**src/rtl/icosoc_mod_ad1_sampler.sv**
```systemverilog
// icosoc_mod_ad1_sampler: timed dual-channel PmodAD1 (AD7476A) sampler with a sample FIFO on the ctrl bus
module icosoc_mod_ad1_sampler #(
  parameter int CLOCK_FREQ_HZ = 0,
  parameter int FIFO_DEPTH = 16
) (
  input  logic        clk,
  input  logic        resetn,
  input  logic        ctrl_wr,
  input  logic        ctrl_rd,
  input  logic [7:0]  ctrl_addr,
  input  logic [31:0] ctrl_wdat,
  output logic [31:0] ctrl_rdat,
  output logic        ctrl_done,
  output logic        adc_cs,
  output logic        adc_sclk,
  input  logic        adc_d0,
  input  logic        adc_d1,
  output logic        irq
);
  localparam int AW = $clog2(FIFO_DEPTH);
  typedef enum logic [1:0] {IDLE, SETUP, SHIFT, QUIET} state_t;
  state_t state;
  logic [7:0] prescale, div;
  logic [23:0] period, cnt;
  logic enable, irq_en, overflow, overrun, ph;
  logic [3:0] bitcnt;
  logic [15:0] sh0, sh1;
  logic [31:0] mem [FIFO_DEPTH];
  logic [AW:0] wp, rp, level;
  logic accept, wr, rd, ctrl_wr_en, oneshot, clear, fire, trig, div_end;
  logic push_req, pop, do_push, empty, full, busy;
  logic [31:0] status, rd_val;
  always_comb begin
    accept = (ctrl_wr | ctrl_rd) & ~ctrl_done;
    wr = accept & ctrl_wr;
    rd = accept & ctrl_rd;
    ctrl_wr_en = wr && ctrl_addr == 8'h08;
    oneshot = ctrl_wr_en & ctrl_wdat[1];
    clear = ctrl_wr_en & ctrl_wdat[2];
    fire = enable && cnt == period;
    trig = fire | oneshot;
    busy = state != IDLE;
    div_end = div == prescale;
    level = wp - rp;
    empty = level == '0;
    full = level[AW];
    push_req = state == SHIFT && ph && bitcnt == 4'd15 && div_end;
    pop = rd && ctrl_addr == 8'h10 && !empty;
    // a full FIFO still accepts a push when the same cycle pops an entry
    do_push = push_req && !clear && (!full || pop);
    status = {20'b0, overrun, overflow, full, empty, 1'b0, 7'(level)};
    rd_val = ctrl_addr == 8'h00 ? {24'b0, prescale} :
             ctrl_addr == 8'h04 ? {8'b0, period} :
             ctrl_addr == 8'h08 ? {27'b0, busy, irq_en, 2'b0, enable} :
             ctrl_addr == 8'h0C ? status :
             ctrl_addr == 8'h10 ? (empty ? 32'b0 : mem[rp[AW-1:0]]) : 32'b0;
    irq = irq_en & ~empty;
  end
  always_ff @(posedge clk)
    if (do_push) mem[wp[AW-1:0]] <= {4'b0, sh1[11:0], 4'b0, sh0[11:0]};
  always_ff @(posedge clk) begin
    if (!resetn) begin
      ctrl_done <= 1'b0;
      ctrl_rdat <= '0;
      prescale <= '0;
      period <= '0;
      enable <= 1'b0;
      irq_en <= 1'b0;
      overflow <= 1'b0;
      overrun <= 1'b0;
      cnt <= '0;
      wp <= '0;
      rp <= '0;
      state <= IDLE;
      div <= '0;
      ph <= 1'b0;
      bitcnt <= '0;
      sh0 <= '0;
      sh1 <= '0;
      adc_cs <= 1'b1;
      adc_sclk <= 1'b1;
    end else begin
      ctrl_done <= accept;
      ctrl_rdat <= rd ? rd_val : 32'b0;
      if (wr && ctrl_addr == 8'h00) prescale <= ctrl_wdat[7:0];
      if (wr && ctrl_addr == 8'h04) period <= ctrl_wdat[23:0];
      if (ctrl_wr_en) begin
        enable <= ctrl_wdat[0];
        irq_en <= ctrl_wdat[3];
      end
      if (ctrl_wr_en && ctrl_wdat[0] && !enable) cnt <= '0;
      else if (enable) cnt <= fire ? 24'd0 : cnt + 24'd1;
      overflow <= (overflow & ~(wr && ctrl_addr == 8'h0C && ctrl_wdat[10])) |
                  (push_req && !clear && full && !pop);
      overrun <= (overrun & ~(wr && ctrl_addr == 8'h0C && ctrl_wdat[11])) | (trig && busy);
      if (clear) begin
        wp <= '0;
        rp <= '0;
      end else begin
        if (do_push) wp <= wp + (AW+1)'(1);
        if (pop) rp <= rp + (AW+1)'(1);
      end
      // every phase of the frame lasts prescale+1 cycles
      if (state == IDLE) begin
        div <= '0;
        if (trig) begin
          state <= SETUP;
          adc_cs <= 1'b0;
        end
      end else begin
        div <= div_end ? 8'd0 : div + 8'd1;
        if (div_end)
          case (state)
            SETUP: begin
              state <= SHIFT;
              adc_sclk <= 1'b0;
              ph <= 1'b0;
              bitcnt <= '0;
            end
            SHIFT:
              if (!ph) begin
                adc_sclk <= 1'b1;
                ph <= 1'b1;
                sh0 <= {sh0[14:0], adc_d0};
                sh1 <= {sh1[14:0], adc_d1};
              end else if (bitcnt == 4'd15) begin
                state <= QUIET;
                adc_cs <= 1'b1;
              end else begin
                adc_sclk <= 1'b0;
                ph <= 1'b0;
                bitcnt <= bitcnt + 4'd1;
              end
            default: state <= IDLE;
          endcase
      end
    end
  end
endmodule

```
**config.mk**
```make
export PLATFORM = sky130hd
export DESIGN_NAME = icosoc_mod_ad1_sampler
export DESIGN_NICKNAME = d
export VERILOG_FILES = /design/src/rtl/icosoc_mod_ad1_sampler.sv
export SDC_FILE = /design/constraint.sdc
export NUM_CORES = 1
export LEC_CHECK = 0
export BUFFER_PORTS_ARGS = -buffer_cell sky130_fd_sc_hd__buf_2
export CAP_MARGIN = 30
export CORE_AREA = 2 2 166 330
export CTS_CLUSTER_SIZE = 8
export DETAILED_ROUTE_END_ITERATION = 6
export DIE_AREA = 0 0 168 332
export PLACE_DENSITY = 0.58
export SYNTH_ARGS = -nofsm -noshare
export SYNTH_HDL_FRONTEND = slang
export SYNTH_SLANG_ARGS = --single-unit
```
**constraint.sdc**
```tcl
create_clock -name clk -period 7.8 [get_ports clk]
set_input_delay 0.39 -clock clk [delete_from_list [all_inputs] [get_ports clk]]
set_output_delay 0.39 -clock clk [all_outputs]
set_load 0.02 [all_outputs]
```
# ---- Yosys cells after proc, flatten, opt, wreduce, memory -nomap -nowiden
# Memory sizes are Yosys's and may differ from the RTL's. A register that Yosys moved wholly into a read port is not among the register bits.
# Cells that the tools add are included.
dict set report totals {
  regBits 144
  ramBits 384
  in_bits 46
  output_inout_bits 36
  elab_cells 142
  memories 1
}
dict set report op_classes {
  add_sub_neg 6
  n_eq_ne 15
  muxes 32
  bitwise_logic 21
  reduce_logical 46
}
# name depth word_bits rd rd_clocked_by_memory_dff write_ports line_no
set memory_table {}
lappend memory_table {mem 16 24 1 1 1 28} ;# logic [31:0] mem [FIFO_DEPTH];
# op n
set ops {}
lappend ops {{$mux 24} 6}
lappend ops {{$add 24x1->24 const B} 1}
lappend ops {{$eq 24x24->1} 1}
lappend ops {{$logic_and 1x1->1} 19}
lappend ops {{$eq 8x4->1 const B} 2}
lappend ops {{$mux 4} 4}
lappend ops {{$mux 1} 12}
lappend ops {{$reduce_and 4->1} 3}
lappend ops {{$reduce_bool 2->1} 6}
lappend ops {{$add 5x1->5 const B} 2}
lappend ops {{$mux 2} 5}
lappend ops {{$reduce_and 5->1} 2}
lappend ops {{$not 1->1} 9}
lappend ops {{$add 8x1->8 const B} 1}
lappend ops {{$and 1x1->1} 8}
lappend ops {{$eq 8x3->1 const B} 1}
lappend ops {{$eq 8x5->1 const B} 1}
lappend ops {{$eq 8x8->1} 1}
lappend ops {{$logic_not 8->1} 1}
lappend ops {{$mux 8} 1}
lappend ops {{$pmux 4 s2} 1}
lappend ops {{$reduce_or 8->1} 1}
lappend ops {{$ne 2x2->1 const B} 3}
lappend ops {{$reduce_or 3->1} 2}
lappend ops {{18 further kinds} 27}

# ---- Logic depth before layout (Yosys ltp)
dict set report logic_depth {
  ltp_word 10
  depth_mapped 11
  mapped_depth_nobuf 10
}

# ---- Worst setup path before layout
# No wires, ideal clock.
dict set report synth_path {
  path_kind {register to register}
  start {reg wp[0]}
  end {mem mem[0][0] in the netlist's numbering, enable pin}
  setup_ps 383
  arrival_ps 2906
  required_ps 7417
  path_slack_ps 4511
  path_stages_with_launch 11
  cell_sequence {dfxtp_1 > inv_1 > ha_1 > inv_1 > fa_1 > a21o_1 > a21oi_1 > xnor2_1 > a211oi_4 > clkbuf_1 > and3_1}
}
dict set report synth_via {
  elab_chain_len 8
}
# item line_no
set synth_lines {}
lappend synth_lines {{start: declaration} 29} ;# logic [AW:0] wp, rp, level;
lappend synth_lines {{start signal: assignment} 100} ;# if (do_push) wp <= wp + (AW+1)'(1);
lappend synth_lines {{$sub 5x5->5} 44} ;# level = wp - rp;
lappend synth_lines {{$logic_not 5->1} 45} ;# empty = level == '0;
lappend synth_lines {{$logic_not 1->1} 48} ;# pop = rd && ctrl_addr == 8'h10 && !empty;
lappend synth_lines {{$logic_and 1x1->1} 48}
lappend synth_lines {{$logic_or 1x1->1} 50} ;# do_push = push_req && !clear && (!full || pop);
lappend synth_lines {{$logic_and 1x1->1} 50}
lappend synth_lines {{$mux 1} 60} ;# if (do_push) mem[wp[AW-1:0]] <= {4'b0, sh1[11:0], 4'b0, sh0[11:0]};
lappend synth_lines {{$mux 1 (not written as such)} 60}
lappend synth_lines {{end: declaration} 28}
# Several ways; a longest one is shown, not always the timed one.

# ---- Final worst setup path
dict set report layout_path {
  start {reg wp[0]}
  end {mem mem[6][17] in the netlist's numbering, enable pin}
}
# The elaborated chain is that of the path after synthesis.

==> summary.md <==
| Metric | Value |
|---|---|
| Tightest Pin Transition | 0.943 ns |
| Sequential cell area in the final layout | 0.0144 sq mm |
| H-Tree Level Count | 3 |
| Number of buffers inserted by hold repair at cts | 0 |
| Headroom to the max-slew limit | 37.1% |
| Total via count after detailed routing | 11700 |
| Number of buffers added by the clock tree synthesis step | 75 |
| Top cell by count, worst path | sky130_fd_sc_hd__inv_1 |
| Count of placed standard cells in the final layout, fillers left out | 2160 |
| Final number of setup-violating endpoints | 0 |
| Commonest non-fill, non-tap cell in the layout | sky130_fd_sc_hd__edfxtp_1 |
| Clock period minus final worst setup slack | 3.96 ns |
| Unrepaired setup endpoints after global routing | false |
| Count of state elements after synthesis | 528 |
| Final critical-path share of the clock period | 50.8% |
| Utilization after layout | 45.8% |
| Pre-CTS setup slack | 3.83 ns |
| Clock network fraction of design power | 49.8% |
| Syn Std Cell Area | 0.0211 sq mm |
| Most frequent cells in the layout | sky130_fd_sc_hd__edfxtp_1 (384), sky130_fd_sc_hd__dfxtp_1 (140), sky130_fd_sc_hd__mux4_2 (109), sky130_fd_sc_hd__nor2_1 (90), sky130_fd_sc_hd__nand2_1 (86) |
| Starting density of the core | 39.5% |
| Synthesis-to-layout area growth | 15.9% |
| Slowest stage delay, CP | 0.63 ns |
| Status | completed |
| Total of warnings raised by yosys | 0 |
| Vias in the first global route | 12300 |
| Count of clock tree sinks | 528 |
| Clk buf depth | 3 |
| Peak VDD IR | 0.160 mV |
| Power density over cell area | 247 mW/mm^2 |
| Worst setup slack after layout | 3.84 ns |
| GRT overflow | 0 |
| Fraction of power spent switching nets | 20.0% |
| Top-level port count | 82 |
| Initial detailed-routing violation count | 1048 |
| Number of flops mapped to enable cells by yosys | 384 |
| Multi-input gate area in the final layout | 0.00622 sq mm |
| List of cells traversed by the critical path | inv_1 -> ha_1 -> inv_1 -> fa_1 -> a21o_1 -> a21oi_1 -> xnor2_1 -> a211oi_4 -> and3_1 -> buf_4 |
| Antenna violations before repair | 1 |
| Combinational share of power | 0.9% |
| Total power draw | 6.04 mW |
| Full die area | 0.0558 sq mm |
| CP Data Arrival Time | 4.20 ns |
| Worst Setup Start Kind | flip-flop |
| Static leakage | 8.06 nW |
| Port Buffer Count | 69 |
| First-pass detailed-route iteration total | 5 |
| Skew final | 0.0172 ns |
| Syn_area_per_cell | 15.9 sq um |
| Kind of path behind the tightest hold check | primary input to flip-flop |
| Post-placement cell area | 0.0222 sq mm |
| Clock tree from TritonCTS | built |
| Number of pins with negative max-slew slack in the final report | 0 |
| CTS root buf | sky130_fd_sc_hd__clkbuf_16 |
| Worst Hold Slack | 0.0395 ns |
| Flop pwr share | 49.3% |
| Placed instance count | 2026 |
| Critical Path RT | 8.04 ns |
| Layout net count | 1493 |
| Post-synth top flop | sky130_fd_sc_hd__edfxtp_1 |
| Number of filler cells placed in the layout | 4588 |
| Placed wire-length estimate | 30400 um |
| Cell internal power dissipation | 4.83 mW |
| Row count | 120 |
| Share of synthesized registers carrying an async set or reset | 0% |
| Share of synthesized area occupied by flip-flops and latches | 68.5% |
| Global Route Usage Sum | 18.8% |
| Largest net degree at the start of global routing | 61 |
| Reported net switching power | 1.21 mW |
| Number of cells produced by synthesis | 1321 |
| Total wire length after detailed routing | 51700 um |
| Slowest-stage cell, CP | sky130_fd_sc_hd__and3_1 |
| Share of final-layout standard cells stronger than drive strength 1 | 21.1% |
| Max Fclk | 0.253 GHz |
| Global-route wire length before repair | 76700 um |
| Final count of hold timing violations | 0 |
| Post-route cell area | 0.0244 sq mm |
| Number of buffers inserted to repair setup after CTS | 0 |
| Width of the die | 168 um |
| Clk Latency, worst-skew pair | 0.60 ns |
| Average routed wire per standard cell | 24.0 um |
| Clock-pin slew on the worst setup and hold paths | 0.05 ns |
| Post-cts gate resize count | 0 |
| Element type at the critical path end | flip-flop |
| Max Cap Violations | 0 |
| Number of vias per cell | 5.42 |
| Final estimated routing congestion in global placement | 0.894 |
| Kind of critical path | flip-flop to flip-flop |
| Height of the die | 332 um |
| Antenna violation net count after detailed routing | 0 |
| Setup TNS after final layout | 0 ns |
| Worst-path maximum fanout | 17 |
| Unique cell type count in the Yosys netlist | 67 |
| Residual DRC count | 0 |
| Core Area | 0.0533 sq mm |
## layer usage
metal | vias to the layer above | routed length, um | track usage (%)
met5 | - | 0 | 0
met4 | 0 | 2150 | 9.12
met3 | 109 | 2010 | 2.81
met2 | 314 | 29200 | 36.3
met1 | 6005 | 18400 | 19.5
li1 | 5270 | - | -
## area by class of cell
cell class | instances | share of cell area (%)
Sequential cell | 528 | 59.1
Timing Repair Buffer | 97 | 2.54
Antenna cell | 1 | 0.0103
Multi-Input combinational cell | 700 | 25.5
Clock inverter | 5 | 0.241
Clock buffer | 128 | 8.68
Tap cell | 671 | 3.44
Inverter | 30 | 0.462
## path summary, 6_finish.rpt
| check | start | to | slack, ns | cells past startpoint |
|---|---|---|---|---|
| setup reg to reg | wp[0] | mem[6][17] | 3.84 | 10 |
| setup / recovery | wp[0] | mem[6][17] | 3.84 | 10 |
| hold reg to reg | irq_en | irq_en | 0.48 | 2 |
| hold / removal | ctrl_wdat[19] | period[19] | 0.04 | 3 |
## sequential cells by signal, indices dropped and copies added, names as in the netlist, 8 cells and up, named ones only
name,count
sh0,12
sh1,12
div,8
cnt,24
period,24
ctrl_rdat,28
prescale,8
mem,384
## critical path, delay by kind of cell (launching register included)
family                   cells  cell delay [ns]
AO/OA/AOI/OAI                3             1.04
XOR/XNOR                     1             0.33
adder cells (fa/ha/maj)      2             0.56
buffers and inverters        3             0.64
flip-flops                   1             0.36
AND/OR/NAND/NOR              1             0.63
## synth_stat cells (3+ instances only)
cell	number	share of area [%]
sky130_fd_sc_hd__buf_6	3	0.16
sky130_fd_sc_hd__xor2_1	28	1.2
sky130_fd_sc_hd__o211ai_1	3	0.11
sky130_fd_sc_hd__clkbuf_1	30	0.53
sky130_fd_sc_hd__nand2b_1	5	0.15
sky130_fd_sc_hd__edfxtp_1	384	55
sky130_fd_sc_hd__inv_1	29	0.52
sky130_fd_sc_hd__a211oi_1	11	0.39
sky130_fd_sc_hd__a21oi_1	65	1.5
sky130_fd_sc_hd__a21o_1	3	0.11
sky130_fd_sc_hd__a22oi_1	5	0.18
sky130_fd_sc_hd__o21ai_0	13	0.31
sky130_fd_sc_hd__xnor2_1	42	1.7
sky130_fd_sc_hd__mux2i_1	46	2.2
sky130_fd_sc_hd__nand4_1	14	0.42
sky130_fd_sc_hd__and3_1	22	0.65
sky130_fd_sc_hd__nand3b_1	3	0.11
sky130_fd_sc_hd__nor2_1	90	1.6
sky130_fd_sc_hd__o2bb2ai_1	8	0.33
sky130_fd_sc_hd__o31ai_1	3	0.11
sky130_fd_sc_hd__o22ai_1	3	0.089
sky130_fd_sc_hd__nor3_1	9	0.21
sky130_fd_sc_hd__ha_1	14	0.83
sky130_fd_sc_hd__buf_1	4	0.071
sky130_fd_sc_hd__buf_4	8	0.29
sky130_fd_sc_hd__or3_1	3	0.089
sky130_fd_sc_hd__dfxtp_1	144	14
sky130_fd_sc_hd__nand2_1	86	1.5
sky130_fd_sc_hd__nor2b_1	21	0.62
sky130_fd_sc_hd__a31oi_1	3	0.089
sky130_fd_sc_hd__nand3_1	33	0.78
sky130_fd_sc_hd__buf_2	21	0.50
sky130_fd_sc_hd__nor4_1	6	0.18
sky130_fd_sc_hd__and2_1	12	0.36
sky130_fd_sc_hd__mux4_2	109	12
## cell families after synthesis
logic type	after synthesis	synth area share, %
buffers and inverters	96	2.09
xor gates and xnor gates	70	2.91
and+or+nand+nor	321	7.59
AOI/OAI and AO/OA	135	4.15
adders and majority gates	15	0.927
other	1	0.0178
DFF	528	68.5
muxes	155	13.8
## power groups by stage
stage | sequential (mW) | clock [mW] | combinational, mW
after CTS | 2.98 | 3.06 | 0.0544
after floorplan | 3.03 | 0 | 0.0308
after global placement | 3.03 | 0 | 0.0536
after global routing | 2.97 | 3.17 | 0.0585
after detailed placement | 3.03 | 0 | 0.0543
final | 2.98 | 3.01 | 0.0541
Power figures use the tool's default switching activity.
